**src/rtl/controller_scratchpad_multi_if.sv**
```systemverilog
// OBI request/response interfaces for the
// scratchpad controller register port.
interface obi_req_if;
  logic        req;
  logic        we;
  logic [3:0]  be;
  logic [31:0] addr;
  logic [31:0] wdata;
  logic        gnt;

  modport slave (
    input  req, we, be, addr, wdata,
    output gnt
  );

  modport master (
    output req, we, be, addr, wdata,
    input  gnt
  );
endinterface

interface obi_rsp_if;
  logic        rvalid;
  logic [31:0] rdata;

  modport master (
    output rvalid, rdata
  );

  modport slave (
    input rvalid, rdata
  );
endinterface

```
**src/rtl/controller_scratchpad_multi.sv**
```systemverilog
// Multi-core clock-enable / reset controller
// with OBI register port and timed reset pulses.
module controller_scratchpad_multi #(
  parameter int unsigned NUM_CORES        = 4,
  parameter int unsigned RST_PULSE_CYCLES = 16
) (
  input  logic                 clk_i,
  input  logic                 rst_ni,
  obi_req_if.slave             regs_req,
  obi_rsp_if.master            regs_rsp,
  output logic [NUM_CORES-1:0] clk_core_en_o,
  output logic [NUM_CORES-1:0] rst_n_core_o
);

  localparam int unsigned CW = $clog2(RST_PULSE_CYCLES + 1);
  localparam int unsigned PW = 32 - NUM_CORES;

  typedef enum logic {IDLE, RESP} state_e;

  state_e state_q, state_d;

  logic                 we_q;
  logic [3:0]           be_q;
  logic [2:0]           idx_q;
  logic [31:0]          wdata_q;

  logic [NUM_CORES-1:0] clk_en_q;
  logic [NUM_CORES-1:0] rst_n_q;
  logic [NUM_CORES-1:0] pmask_q;
  logic [31:0]          scratch_q;
  logic [CW-1:0]        cnt_q;
  logic                 dropped_q;

  logic                 busy;
  logic [31:0]          bm;
  logic [NUM_CORES-1:0] m;
  logic                 wr;
  logic                 pulse_wr;
  logic                 pulse_go;
  logic                 pulse_drop;
  logic                 drop_clr;
  logic [31:0]          rd_val;
  logic                 unused_addr;

  assign unused_addr = ^{regs_req.addr[31:5], regs_req.addr[1:0]};

  assign busy = (cnt_q != '0);
  assign bm   = {{8{be_q[3]}}, {8{be_q[2]}},
                 {8{be_q[1]}}, {8{be_q[0]}}};
  assign m    = wdata_q[NUM_CORES-1:0] & bm[NUM_CORES-1:0];

  assign wr         = (state_q == RESP) & we_q;
  assign pulse_wr   = wr & (idx_q == 3'd2) & (m != '0);
  assign pulse_go   = pulse_wr & ~busy;
  assign pulse_drop = pulse_wr & busy;
  assign drop_clr   = wr & (idx_q == 3'd3)
                    & be_q[3] & wdata_q[31];

  // handshake state register
  always_ff @(posedge clk_i or negedge rst_ni) begin
    if (!rst_ni) state_q <= IDLE;
    else         state_q <= state_d;
  end

  // accept in IDLE, answer for one cycle in RESP
  always_comb begin
    state_d = state_q;
    unique case (state_q)
      IDLE:    if (regs_req.req) state_d = RESP;
      RESP:    state_d = IDLE;
      default: state_d = IDLE;
    endcase
  end

  // handshake outputs; rdata only carries reads
  always_comb begin
    regs_req.gnt    = 1'b0;
    regs_rsp.rvalid = 1'b0;
    regs_rsp.rdata  = '0;
    unique case (state_q)
      IDLE: regs_req.gnt = regs_req.req;
      RESP: begin
        regs_rsp.rvalid = 1'b1;
        if (!we_q) regs_rsp.rdata = rd_val;
      end
      default: ;
    endcase
  end

  // read mux, zero-extended core registers
  always_comb begin
    rd_val = '0;
    case (idx_q)
      3'd0:    rd_val = {{PW{1'b0}}, clk_en_q};
      3'd1:    rd_val = {{PW{1'b0}}, rst_n_q};
      3'd2:    rd_val = {{PW{1'b0}}, pmask_q};
      3'd3:    rd_val = {dropped_q, 30'd0, busy};
      3'd4:    rd_val = scratch_q;
      default: rd_val = '0;
    endcase
  end

  // capture the request at grant
  always_ff @(posedge clk_i or negedge rst_ni) begin
    if (!rst_ni) begin
      we_q    <= 1'b0;
      be_q    <= '0;
      idx_q   <= '0;
      wdata_q <= '0;
    end else if (state_q == IDLE && regs_req.req) begin
      we_q    <= regs_req.we;
      be_q    <= regs_req.be;
      idx_q   <= regs_req.addr[4:2];
      wdata_q <= regs_req.wdata;
    end
  end

  // byte-lane-masked register writes
  always_ff @(posedge clk_i or negedge rst_ni) begin
    if (!rst_ni) begin
      clk_en_q  <= '0;
      rst_n_q   <= '0;
      scratch_q <= '0;
    end else if (wr) begin
      if (idx_q == 3'd0)
        clk_en_q <= (clk_en_q & ~bm[NUM_CORES-1:0])
                  | (wdata_q[NUM_CORES-1:0] & bm[NUM_CORES-1:0]);
      if (idx_q == 3'd1)
        rst_n_q <= (rst_n_q & ~bm[NUM_CORES-1:0])
                 | (wdata_q[NUM_CORES-1:0] & bm[NUM_CORES-1:0]);
      if (idx_q == 3'd4)
        scratch_q <= (scratch_q & ~bm) | (wdata_q & bm);
    end
  end

  // pulse counter and mask; mask clears as count hits 0
  always_ff @(posedge clk_i or negedge rst_ni) begin
    if (!rst_ni) begin
      cnt_q   <= '0;
      pmask_q <= '0;
    end else if (pulse_go) begin
      cnt_q   <= CW'(RST_PULSE_CYCLES);
      pmask_q <= m;
    end else if (busy) begin
      cnt_q <= cnt_q - CW'(1);
      if (cnt_q == CW'(1)) pmask_q <= '0;
    end
  end

  // sticky drop flag; a new drop beats a W1C clear
  always_ff @(posedge clk_i or negedge rst_ni) begin
    if (!rst_ni)         dropped_q <= 1'b0;
    else if (pulse_drop) dropped_q <= 1'b1;
    else if (drop_clr)   dropped_q <= 1'b0;
  end

  assign rst_n_core_o  = rst_n_q  & ~({NUM_CORES{busy}} & pmask_q);
  assign clk_core_en_o = clk_en_q |  ({NUM_CORES{busy}} & pmask_q);

endmodule

```
**src/flat_wrapper.sv**
```systemverilog
// flat-port wrapper written by rule: the top's interface ports become plain ports
module controller_scratchpad_multi_flat 
#(
  parameter int unsigned NUM_CORES        = 4,
  parameter int unsigned RST_PULSE_CYCLES = 16
)
  (clk_i, rst_ni, clk_core_en_o, rst_n_core_o, regs_req_req, regs_req_we, regs_req_be, regs_req_addr, regs_req_wdata, regs_req_gnt, regs_rsp_rvalid, regs_rsp_rdata);
  obi_req_if regs_req_i ();
  obi_rsp_if regs_rsp_i ();
  input  logic clk_i;
  input  logic rst_ni;
  output logic [NUM_CORES-1:0] clk_core_en_o;
  output logic [NUM_CORES-1:0] rst_n_core_o;
  input wire logic [$bits(regs_req_i.req)-1:0] regs_req_req;
  input wire logic [$bits(regs_req_i.we)-1:0] regs_req_we;
  input wire logic [$bits(regs_req_i.be)-1:0] regs_req_be;
  input wire logic [$bits(regs_req_i.addr)-1:0] regs_req_addr;
  input wire logic [$bits(regs_req_i.wdata)-1:0] regs_req_wdata;
  output wire logic [$bits(regs_req_i.gnt)-1:0] regs_req_gnt;
  output wire logic [$bits(regs_rsp_i.rvalid)-1:0] regs_rsp_rvalid;
  output wire logic [$bits(regs_rsp_i.rdata)-1:0] regs_rsp_rdata;
  assign regs_req_i.req = regs_req_req;
  assign regs_req_i.we = regs_req_we;
  assign regs_req_i.be = regs_req_be;
  assign regs_req_i.addr = regs_req_addr;
  assign regs_req_i.wdata = regs_req_wdata;
  assign regs_req_gnt = regs_req_i.gnt;
  assign regs_rsp_rvalid = regs_rsp_i.rvalid;
  assign regs_rsp_rdata = regs_rsp_i.rdata;
  controller_scratchpad_multi #(.NUM_CORES(NUM_CORES), .RST_PULSE_CYCLES(RST_PULSE_CYCLES)) u_core (.clk_i(clk_i), .rst_ni(rst_ni), .regs_req(regs_req_i), .regs_rsp(regs_rsp_i), .clk_core_en_o(clk_core_en_o), .rst_n_core_o(rst_n_core_o));
endmodule
```
**config.mk**
```make
export PLATFORM = sky130hd
export DESIGN_NAME = controller_scratchpad_multi_flat
export DESIGN_NICKNAME = d
export VERILOG_FILES = /design/src/rtl/controller_scratchpad_multi_if.sv /design/src/rtl/controller_scratchpad_multi.sv /design/src/flat_wrapper.sv
export SDC_FILE = /design/constraint.sdc
export NUM_CORES = 1
export LEC_CHECK = 0
export CAP_MARGIN = 20
export CORE_AREA = 2 2 92 94
export DETAILED_ROUTE_END_ITERATION = 12
export DIE_AREA = 0 0 94 96
export PLACE_DENSITY = 0.83
export SYNTH_ARGS = -nofsm -noshare
export SYNTH_HDL_FRONTEND = slang
export SYNTH_SLANG_ARGS = --single-unit
```
**constraint.sdc**
```tcl
create_clock -name clk_i -period 3.6 [get_ports clk_i]
set_clock_uncertainty 0.05 [all_clocks]
set_input_delay 0.72 -clock clk_i [delete_from_list [all_inputs] [get_ports clk_i]]
set_output_delay 0.72 -clock clk_i [all_outputs]
set_load 0.01 [all_outputs]
```
# After elaboration in Yosys (flattened, before gate mapping)
# Cells that the tools add are included.
[totals] wordCells=66 output_inout_bits=42 register_bits=91
[op_classes] n_mux=14 eq_ne=5 bitwise=24 reduce_logical=11 add_sub_neg=1
[op_table] cell="$pmux W32 S5" n=1
[op_table] cell="$and A32 B32 Y32" n=2
[op_table] cell="$mux W32" n=2
[op_table] cell="$not A32 Y32" n=1
[op_table] cell="$or A32 B32 Y32" n=1
[op_table] cell="$and A4 B4 Y4" n=5
[op_table] cell="$mux W4" n=3
[op_table] cell="$or A4 B4 Y4" n=3
[op_table] cell="$mux W5" n=2
[op_table] cell="$and A1 B1 Y1" n=8
[op_table] cell="$not A4 Y4" n=2
[op_table] cell="$reduce_and A2 Y1" n=4
[op_table] cell="$eq A3 B2 Y1 const B" n=2
[op_table] cell="$reduce_bool A2 Y1" n=3
[op_table] cell="$eq A5 B1 Y1 const B" n=1
[op_table] cell="$mux W1" n=5
[op_table] cell="$reduce_bool A5 Y1" n=1
[op_table] cell="$sub A5 B1 Y5 const B" n=1
[op_table] cell="$reduce_bool A4 Y1" n=1
[op_table] cell="$eq A3 B1 Y1 const B" n=1
[op_table] cell="$eq A3 B3 Y1 const B" n=1
[op_table] cell="$logic_not A3 Y1" n=1
[op_table] cell="$not A1 Y1" n=2
[op_table] cell="$pmux W1 S2" n=1
[op_table] cell="$logic_and A1 B1 Y1" n=1

# Depth between registers and ports, before layout
# Gate-level depths: netlist (run 1).
[depth] word_depth=6 ltp_mapped=6 depth_no_buf=6

# Worst setup path after synthesis (run 1)
# No wires, ideal clock.
[synth_timing] kind="register to output" start="reg u_core.cnt_q[0]" end="out regs_rsp_rdata[0]" t_required_ns=2.830 t_arrival_ns=1.557 n_path_buf=0 slack_ns=1.273 stages_incl_launch_ff=7 cell_sequence="dfrtp_1 > inv_1 > ha_1 > nor4b_1 > nand2_1 > o211ai_1 > a21oi_1"
[synth_between] elab_chain_cells=4
[synth_lines] item="start: declaration" line="controller_scratchpad_multi.sv:31" source="logic [CW-1:0] cnt_q;"
[synth_lines] item="start signal: assignment" line="controller_scratchpad_multi.sv:142" source="cnt_q <= CW'(RST_PULSE_CYCLES);"
[synth_lines] item="start signal: assignment" line="controller_scratchpad_multi.sv:145" source="cnt_q <= cnt_q - CW'(1);"
[synth_lines] item="$reduce_bool A5 Y1" line="controller_scratchpad_multi.sv:47" source="assign busy = (cnt_q != '0);"
[synth_lines] item="$pmux W32 S5" line="controller_scratchpad_multi.sv:93" source="case (idx_q)"
[synth_lines] item="$mux W32" line="controller_scratchpad_multi.sv:84" source="if (!we_q) regs_rsp.rdata = rd_val;"
[synth_lines] item="$mux W32" line="controller_scratchpad_multi.sv:80" source="unique case (state_q)"
[synth_lines] item="end: declaration" line="flat_wrapper.sv:21" source="output wire logic [$bits(regs_rsp_i.rdata)-1:0] regs_rsp_rdata;"
# Every way passes these cells.

# Final worst setup path (run 1)
[layout_timing] start="reg u_core.idx_q[1]" end="out regs_rsp_rdata[12]"
[layout_between] elab_chain_cells=4 elab_cells_between_ends=8 classes_between="eq/ne (4); mux (3); reduce/logical (1)"
[layout_lines] item="start: declaration" line="controller_scratchpad_multi.sv:24" source="logic [2:0] idx_q;"
[layout_lines] item="start signal: assignment" line="controller_scratchpad_multi.sv:113" source="idx_q <= regs_req.addr[4:2];"
[layout_lines] item="$eq A3 B3 Y1 (tied with other cells)" line="controller_scratchpad_multi.sv:93"
[layout_lines] item="$pmux W32 S5 *" line="controller_scratchpad_multi.sv:93"
[layout_lines] item="$mux W32 *" line="controller_scratchpad_multi.sv:84"
[layout_lines] item="$mux W32 *" line="controller_scratchpad_multi.sv:80"
# Every way passes the cells marked *; elsewhere a longest branch is shown, timed or not.

==> results.md, run 1 <==
- Status: completed
- Largest net degree at the start of global routing: 92
- Slowest CP cell: clkdlybuf4s50_1
- RSZ-0062 raised after global routing: false
- Antenna violations before repair: 0
- Post-synthesis cell count: 298
- Post-synthesis cell area: 4000 sq um
- Residual DRC: 0
- Final nets: 463
- Peak VDD IR: 282 uV
- Final core occ: 64.4%
- Final Setup Violations: 0
- Crit Path Category: flip-flop to output port
- Mean Syn Cell Area: between 10 and 15 sq um
- Clock Latency Late Sink: 350 ps
- Arr. time, crit path: 2490 ps
- Final WL: slightly below 8000 um
- CTS buffer count: 9
- Ant diodes: 0
- Syn. warnings: 0
- Vias: around 2,700
- Worst slew pin tran: roughly 700 ps
- Die area: roughly 9000 sq um
- Pins Over Slew Limit: 0
- Max H-tree Level: 3
- Hold Fails Final Rpt: 0
- Layout cells sized above 1: between 20 and 30%
- First-pass GRT wire length: 12,800 um
- Period utilization: 90.6%
- Vias in the first global route: 2,674
- Crit-path cells: or3b_4, nor3b_4, buf_12, and2_1, clkdlybuf4s50_1
- Post-CTS sizing: 0
- Power density cells: 534 nW/um^2
- Via-per-instance ratio: ~5.3
- Final Instance Area: around 5200 sq um
- Initial Util: 49.6%
- GRT Util Overall: about 18%
- Worst setup SP type: flip-flop
- Drt first pass iters: 4
- Routed Antenna Nets: 0
- Max-cap viol count: 0
- # Post-CTS Setup Buffers: 0
- Clk buf depth: 2
- Number of port buffers: 84
- Share of the synthesized area in the top cell type: 57.0%
- # rows: 33
- Clock-pin slew on the worst setup and hold paths: 90 ps
- Area growth syn-to-layout: 29.8%
- Req. time, crit path: 2830 ps
- Area after DPL: between 4000 and 5000 sq um
- RePlAce Congestion: 0.816
- Drt first-iter violations: 154
- WL per Instance: 15.8 um
- Post-synthesis register bit count: 91
- Crit. End Element: output port
- Sequential element share of the synthesized area: 57.0%
- Largest cells by area after synthesis: dfrtp_1, mux2_2, and2_1
- TritonCTS Sinks: 91
- I/O Pins: between 100 and 150
- Synth cell types: 40
- Clock root buffer: clkbuf_8
- Core box area: 8050 sq um
- Grt total ovfl: 0
- # hold bufs at CTS: 0
- Horiz. Die Dim: 94 um
- Final HPWL DP: 5380 um
- Fin Setup TNS: 0 ps
- Worst hold path type: input pin to async pin
- Post-synth top area cell: dfrtp_1
- TritonCTS clock tree: built
- Die height: between 90 and 100 um
- Mapped Nets: around 370
- Post-layout min period: 3260 ps
- Upper clock frequency limit: 307 MHz
- R2R depth: 5
- Lkg Pwr: approximately 0.0022 uW
- Crit path largest cell delay: 540 ps
- Crit Path Max Fanout: 20
- Relative slew slack: 53.7%
==> cell type report <==
type / count / area, sq um
Sequential cell: 91 / 2280
Clock inverter: 2 / 10.0
Timing Repair Buffer: 91 / 923
Multi-Input combinational cell: 193 / 1670
Clock buffer: 13 / 169
Inverter: 2 / 7.51
Fill cell: 639 / 2860
Tap cell: 105 / 131
==> synth_stat cells <==
master / n
dfrtp_1: 91
mux2_2: 79
and2_1: 27
clkbuf_1: 8
nor2_1: 8
nand2_1: 7
o21ai_0: 7
a211oi_1: 6
a21oi_1: 5
a21boi_0: 4
a21o_1: 4
a22o_1: 4
nor2b_1: 4
ha_1: 3
mux2i_1: 3
nand2_2: 3
nand2b_1: 3
clkbuf_2: 2
inv_1: 2
mux2_1: 2
nand3_1: 2
nand3b_1: 2
nor3_1: 2
nor4_1: 2
nor4b_1: 2
or3_1: 2
a32oi_1: 1
buf_1: 1
buf_2: 1
nand4_1: 1
nand4b_1: 1
nor2_2: 1
nor2_4: 1
nor3b_4: 1
nor4_2: 1
o211ai_1: 1
o21a_1: 1
or3b_4: 1
xnor2_1: 1
xor2_1: 1
==> routing by layer <==
layer  global-route usage (%)  vias up  wire length, um
met5                        0        -                0
met4                     7.73        0              104
met3                     4.15        6              352
met2                     30.3       62             3950
met1                     24.0     1348             3460
li1                         -     1237                -
==> report_power, final <==
group | switching, uW | internal, uW
Combinational | 262 | 413
Sequential | 169 | 1290
Clock | 329 | 303
Total | 759 | 2010
==> cell families after synthesis <==
kind of cell    count (synthesis)  share of synthesized area, %
fa+ha+maj                       3                         0.940
simple gates                   71                          11.0
mux                            84                          23.6
compound gates                 33                          5.61
xor+xnor                        2                         0.439
flops                          91                          57.0
buf+inv                        14                          1.41
==> worst max-delay path: cells and delay by family, from the launching register on <==
kind          cells  cell delay, ps
simple gates      3            1020
buf+inv           2             750
flops             1             400
==> cells in the final DEF, fill, tap and decap left out, types with 6 or more instances in the layout <==
master and count:
clkbuf_8 12, nor2_1 8, a211oi_1 6, and2_1 27, mux2_2 79, nand2_1 7
clkdlybuf4s50_1 83, buf_4 6, o21ai_0 7, dfrtp_1 91
==> through the flow <==
| step | hold WS [ps] | worst slack, ps | std cells | total power, uW |
|---|---|---|---|---|
| floorplan | 374 | 1270 | 298 | 1880 |
| global placement | 415 | 696 | 481 | 2120 |
| detailed placement | 427 | 695 | 481 | 2160 |
| CTS | 446 | 295 | 496 | 2790 |
| global route | 209 | 216 | 497 | 2930 |
| finish | 200 | 338 | 497 | 2770 |
==> worst paths after layout <==
kind	startpoint	end	slack, ps
max	u_core.idx_q[1]	regs_rsp_rdata[12]	340
min	rst_ni	async pin	200
max reg2reg	u_core.cnt_q[0]	u_core.pmask_q[2]	1620
min reg2reg	flip-flop	flip-flop	440
max in group asynchronous	rst_ni	u_core.cnt_q[2]	2660
min in group clk_i	flip-flop	flip-flop	440
Power figures use the tool's default switching activity.
==> inputs of run 2 (changes only) <==
--- a/config.mk
+++ b/config.mk
@@ -5,11 +5,13 @@
 export SDC_FILE = /design/constraint.sdc
 export NUM_CORES = 1
 export LEC_CHECK = 0
+export ABC_AREA = 1
 export CAP_MARGIN = 20
-export CORE_AREA = 2 2 92 94
+export CORE_AREA = 2 2 93 95
 export DETAILED_ROUTE_END_ITERATION = 12
-export DIE_AREA = 0 0 94 96
+export DIE_AREA = 0 0 95 97
 export PLACE_DENSITY = 0.83
+export SLEW_MARGIN = 20
 export SYNTH_ARGS = -nofsm -noshare
 export SYNTH_HDL_FRONTEND = slang
 export SYNTH_SLANG_ARGS = --single-unit
==> run 2 against run 1 <==
Net effect: first-iteration DRC count up 27%; worst setup slack better by 180 ps; critical endpoint is now regs_rsp_rdata[1]; largest cell class unchanged; largest power group unchanged; fmax up 5.8%.
==> results.md, run 2 <==
- Post-synth top area cell: dfrtp_1
- Die height: 97 um
- Hold WS: 361 ps
- P_sw: just under 800 uW
- GRT Util Overall: 21.8%
- Die area: just over 9000 sq um
- Largest cells by area after synthesis: dfrtp_1, nand2_1, o21ai_0
- Synth cell types: 25
- # hold bufs at CTS: 0
- # fillers: between 600 and 700
- CTS buffer count: 9
- Net Sw Frac: roughly 30%
- Clock Latency Late Sink: between 300 and 400 ps
- Drt first pass iters: 4
- I/O Pins: 114
- TritonCTS clock tree: built
- Hold Fails Final Rpt: 0
- Primary FF master, synth: dfrtp_1
- Sequential element share of the synthesized area: 55.3%
- Post-layout min period: 3080 ps
- RePlAce Congestion: 0.889
- Status: completed
- Share of the synthesized area in the top cell type: 55.3%
- Arr. time, crit path: 2310 ps
- Upper clock frequency limit: 324 MHz
- First-pass GRT wire length: 15,700 um
- Crit. End Element: output port
- Via-per-instance ratio: 4.99
- EDFF count, synth: 0
- # rows: 33
- Mean Syn Cell Area: 8.06 sq um
- Pint: roughly 1800 uW
- Comb pwr share: 20.9%
- Final Setup Violations: 0
- Vias in the first global route: 3,429
- Crit Path Category: flip-flop to output port
- WL per Instance: between 10 and 15 um
- Ys async rst share: 100%
- Max H-tree Level: 3
- Final nets: 664
- # Post-CTS Setup Buffers: 0
- Clock network fraction of design power: 28.2%
- Final HPWL DP: approximately 6400 um
- Period utilization: between 80% and 90%
- Req. time, crit path: 2830 ps
- Antenna violations before repair: 0
- Routed Antenna Nets: 0
- RSZ-0062 raised after global routing: false
- Horiz. Die Dim: 95 um
- Mapped Nets: 586
- TritonCTS Sinks: 91
- Core box area: 8130 sq um
- Lkg Pwr: 0.00248 uW
- Worst slew pin tran: 791 ps
- Final WL: 9040 um
- Worst setup SP type: flip-flop
- Grt total ovfl: 0
- Post-synthesis register bit count: 91
- Register-to-register setup slack: 1650 ps
- Vias: 3,487
- Sequential share of power: 51.0%
- Post-synthesis cell count: a little over 500
- Most common cell in the netlist: nand2_1
- Relative slew slack: 47.3%
- Crit Path Max Fanout: 29
- Post-CTS sizing: 0
- Number of port buffers: 84
- Largest net degree at the start of global routing: 92
- Commonest non-fill, non-tap cell in the layout: nand2_1
- Ant diodes: 0
- Most frequent cells in the layout: nand2_1, dfrtp_1, clkdlybuf4s50_1
- Syn. warnings: 0
- Initial Util: 50.6%
- Max-cap viol count: 0
- Pins Over Slew Limit: 0
- Residual DRC: 0
- Power density cells: about 500 nW/um^2
- Layout cells sized above 1: 6.23%
- Peak VDD IR: 244 uV
- Clock root buffer: clkbuf_8
- Clock-pin slew on the worst setup and hold paths: 80 ps
- Most frequent cells after synthesis: nand2_1, dfrtp_1, nor2_1, inv_1, o21ai_0
- Area growth syn-to-layout: 26.7%
- Post-synthesis cell area: 4120 sq um
- Worst reg2reg startpoint: u_core.idx_q[0]
- Drt first-iter violations: about 200
- R2R depth: 6
- Clk buf depth: 2
- Fin Setup TNS: 0 ps
- Worst hold path type: input pin to async pin
[run 2: routing by layer]
metal	vias to the layer above	GRT usage, %	wire (um)
met3	15	3.89	494
met4	0	8.25	192
li1	1747	-	-
met5	-	0	0
met2	106	35.0	4330
met1	1619	29.6	4020
[run 2: power groups by stage]
stage | logic, uW | clock network [uW] | registers, uW
floorplan | 365 | 0 | 1310
global placement | 525 | 0 | 1340
detailed placement | 546 | 0 | 1350
CTS | 552 | 747 | 1330
global route | 630 | 791 | 1350
finish | 545 | 735 | 1330
[run 2: how the worst max path moves through the flow]
| stage | startpoint | endpoint | slack (ps) |
|---|---|---|---|
| after floorplan | regs_req_req | regs_req_gnt | 1560 |
| after global routing | u_core.cnt_q[0] | regs_rsp_rdata[0] | 350 |
| after global placement | regs_req_req | regs_req_gnt | 940 |
| after detailed placement | u_core.idx_q[1] | regs_rsp_rdata[1] | 930 |
| final | u_core.idx_q[0] | regs_rsp_rdata[1] | 520 |
| after CTS | u_core.idx_q[0] | regs_rsp_rdata[1] | 520 |
[run 2: critical path, cell delays in order, from the launching register on]
cell and delay (ps):
dfrtp_1 460, nor2_4 180, nand2_4 240, inv_6 200, nand2_1 70, o21ai_0 80, nor2_1 60, nor2_1 120
clkdlybuf4s50_1 550
[run 2: area by class of cell]
| class | instances | area, sq um | area share, % |
|---|---|---|---|
| multi-input combinational | 362 | 1580 | 30.2 |
| clock inverter | 3 | 43.8 | 0.839 |
| sequential | 91 | 2280 | 43.6 |
| tap | 105 | 131 | 2.52 |
| clock buffer | 13 | 179 | 3.43 |
| inverter | 38 | 148 | 2.83 |
| timing repair buffer | 87 | 865 | 16.6 |
[run 2: kinds of logic (layout without fill, tap and decap cells)]
group | Yosys count | in the layout | share of synthesized area (%)
adder cells (fa/ha/maj) | 3 | 3 | 0.911
AO/OA/AOI/OAI | 61 | 61 | 7.59
buffers and inverters | 58 | 141 | 6.47
XOR/XNOR | 2 | 2 | 0.425
flip-flops | 91 | 91 | 55.3
AND/OR/NAND/NOR | 296 | 296 | 29.3
[run 2: per-stage QoR]
stage	worst slack, ps	utilization [%]	power (uW)	cell area, sq um	cells
after detailed placement	935	61.4	1890	4990	683
after floorplan	1560	-	1680	4120	511
final	518	64.2	2610	5220	699
after global placement	936	61.4	1870	4990	683
after global routing	355	64.2	2780	5220	699
after CTS	520	64.1	2630	5220	699
==> inputs of run 3 (changes only) <==
--- a/config.mk
+++ b/config.mk
@@ -7,10 +7,12 @@
 export LEC_CHECK = 0
 export ABC_AREA = 1
 export CAP_MARGIN = 20
-export CORE_AREA = 2 2 93 95
+export CORE_AREA = 2 2 90 92
 export DETAILED_ROUTE_END_ITERATION = 12
-export DIE_AREA = 0 0 95 97
-export PLACE_DENSITY = 0.83
+export DIE_AREA = 0 0 92 94
+export DONT_BUFFER_PORTS = 1
+export GPL_TIMING_DRIVEN = 0
+export PLACE_DENSITY = 0.69
 export SLEW_MARGIN = 20
 export SYNTH_ARGS = -nofsm -noshare
 export SYNTH_HDL_FRONTEND = slang
==> run 3 against run 2 <==
Net effect: non-clock buffer count down 66; first-iteration DRC count fell by 4.1%; highest routed layer unchanged; via count down 7.7%; clock power decreased by 3.4%.
==> results.md, run 3 (synthesis gave the netlist of run 2 again) <==
- Status: completed
- Worst reg2reg startpoint: u_core.state_q
- I/O Pins: 114
- Lkg Pwr: approximately 0.0022 uW
- Worst setup SP type: flip-flop
- Crit Path Category: flip-flop to output port
- Worst Path Buf+Inv: 1
- Number of port buffers: 0
- Slowest CP cell: dfrtp_1
- Antenna violations before repair: 0
- Crit-path cells: inv_1, nor2_2, o21ai_1, a21oi_1
- Largest net degree at the start of global routing: 92
- Pre-CTS WS: between 1000 and 1500 ps
- Power density cells: 559 nW/um^2
- TritonCTS clock tree: built
- Area growth syn-to-layout: 8.63%
- Hold Fails Final Rpt: 0
- Clock-pin slew on the worst setup and hold paths: 90 ps
- Period utilization: between 70% and 80%
- Arr. time, crit path: 2020 ps
- First-pass GRT wire length: between 15,000 and 20,000 um
- Clock Latency Late Sink: between 300 and 400 ps
- Die area: 8650 sq um
- RePlAce Congestion: approximately 0.8
- Critical Path Source: u_core.state_q
- Max H-tree Level: 3
- Peak VDD IR: 292 uV
- Req. time, crit path: 2830 ps
- # rows: 32
- Most frequent cells in the layout: nand2_1, dfrtp_1, nor2_1
- Grt total ovfl: 0
- Horiz. Die Dim: 92 um
- Post-layout min period: 2790 ps
- Layout cells sized above 1: under 10%
- Clock root buffer: clkbuf_8
- # hold bufs at CTS: 1
- Fin Setup TNS: 0 ps
- Final nets: approximately 600
- Worst hold path type: input pin to async pin
- TritonCTS Sinks: 91
- Pins Over Slew Limit: 0
- Worst slew pin tran: 539 ps
- Vias in the first global route: slightly above 3,000
- Final core occ: roughly three fifths
- Ant diodes: 0
- Core box area: 7610 sq um
- # fillers: 740
- Crit Path Max Fanout: 10
- Final Setup Violations: 0
- Fin worst setup slack: 809 ps
- Crit path largest cell delay: 480 ps
- Final WL: between 9000 and 10,000 um
- Commonest non-fill, non-tap cell in the layout: nand2_1
- Initial Util: 54.1%
- Via-per-instance ratio: 5.12
- # Post-CTS Setup Buffers: 0
- Drt first pass iters: 4
- GRT Util Overall: 22.8%
- Relative slew slack: a little under two thirds
- CTS buffer count: 9
- Max-cap viol count: 0
- Residual DRC: 0
- Final HPWL DP: 6420 um
- RSZ-0062 raised after global routing: false
- Drt first-iter violations: 187
- Die height: 94 um
- WL per Instance: 14.3 um
- Vias: 3,220
- Routed Antenna Nets: 0
- Post-CTS sizing: 0
- Upper clock frequency limit: around 360 MHz
- Crit. End Element: output port
- Clk buf depth: 2
- Crit-path leading delay family: compound AO/OA/AOI/OAI gates
==> run 3: cell count changes in the layout (fill, tap and decap cells not counted) <==
cell,delta
buf_4,-1
clkinv_4,-1
clkbuf_1,+6
buf_2,+10
clkinv_2,+1
buf_16,+1
clkdlybuf4s50_1,-83
clkbuf_8,-2
inv_6,+1
buf_12,+1
==> run 3: per-layer routing <==
| metal | part of all wire (%) | up-vias | routed length [um] | track usage, % |
|---|---|---|---|---|
| met5 | 0 | - | 0 | 0 |
| met4 | 2.3 | 0 | 205 | 9.58 |
| met3 | 6.0 | 14 | 536 | 5.54 |
| met2 | 47 | 72 | 4200 | 35.5 |
| met1 | 45 | 1518 | 4060 | 30.9 |
| li1 | - | 1616 | - | - |
==> run 3: cell type report <==
type	count	area [sq um]	area share (%)
sequential	91	2280	50.9
multi-input combinational	362	1580	35.2
clock buffer	11	151	3.38
inverter	38	148	3.30
tap	102	128	2.85
buffer	20	119	2.66
clock inverter	4	48.8	1.09
timing repair buffer	1	27.5	0.615
==> run 3: final timing paths <==
| path | end | slack [ps] | depth (start not counted) |
|---|---|---|---|
| worst max register to register | u_core.wdata_q[21] | 1980 | 7 |
| min in group clk_i | u_core.wdata_q[30] | 410 | 2 |
| max in group asynchronous | async pin | 2930 | 1 |
| worst min-delay path | u_core.wdata_q[5] | 210 | 1 |
| worst min register to register | flip-flop | 430 | 2 |
| worst max-delay path | regs_rsp_rdata[31] | 810 | 4 |
==> run 3: power by group <==
part / switching, uW / internal [uW]
Combinational: 307 / 161
Clock: 354 / 356
Sequential: 110 / 1210
Total: 771 / 1730
==> run 3: through the flow <==
stage | cell area [sq um] | hold slack, ps | instances | power, uW
finish | 4470 | 210 | 629 | 2500
global route | 4470 | 239 | 629 | 2670
CTS | 4470 | 229 | 629 | 2520
detailed placement | 4250 | 377 | 613 | 1790
global placement | 4250 | 377 | 613 | 1770
floorplan | 4120 | 374 | 511 | 1680
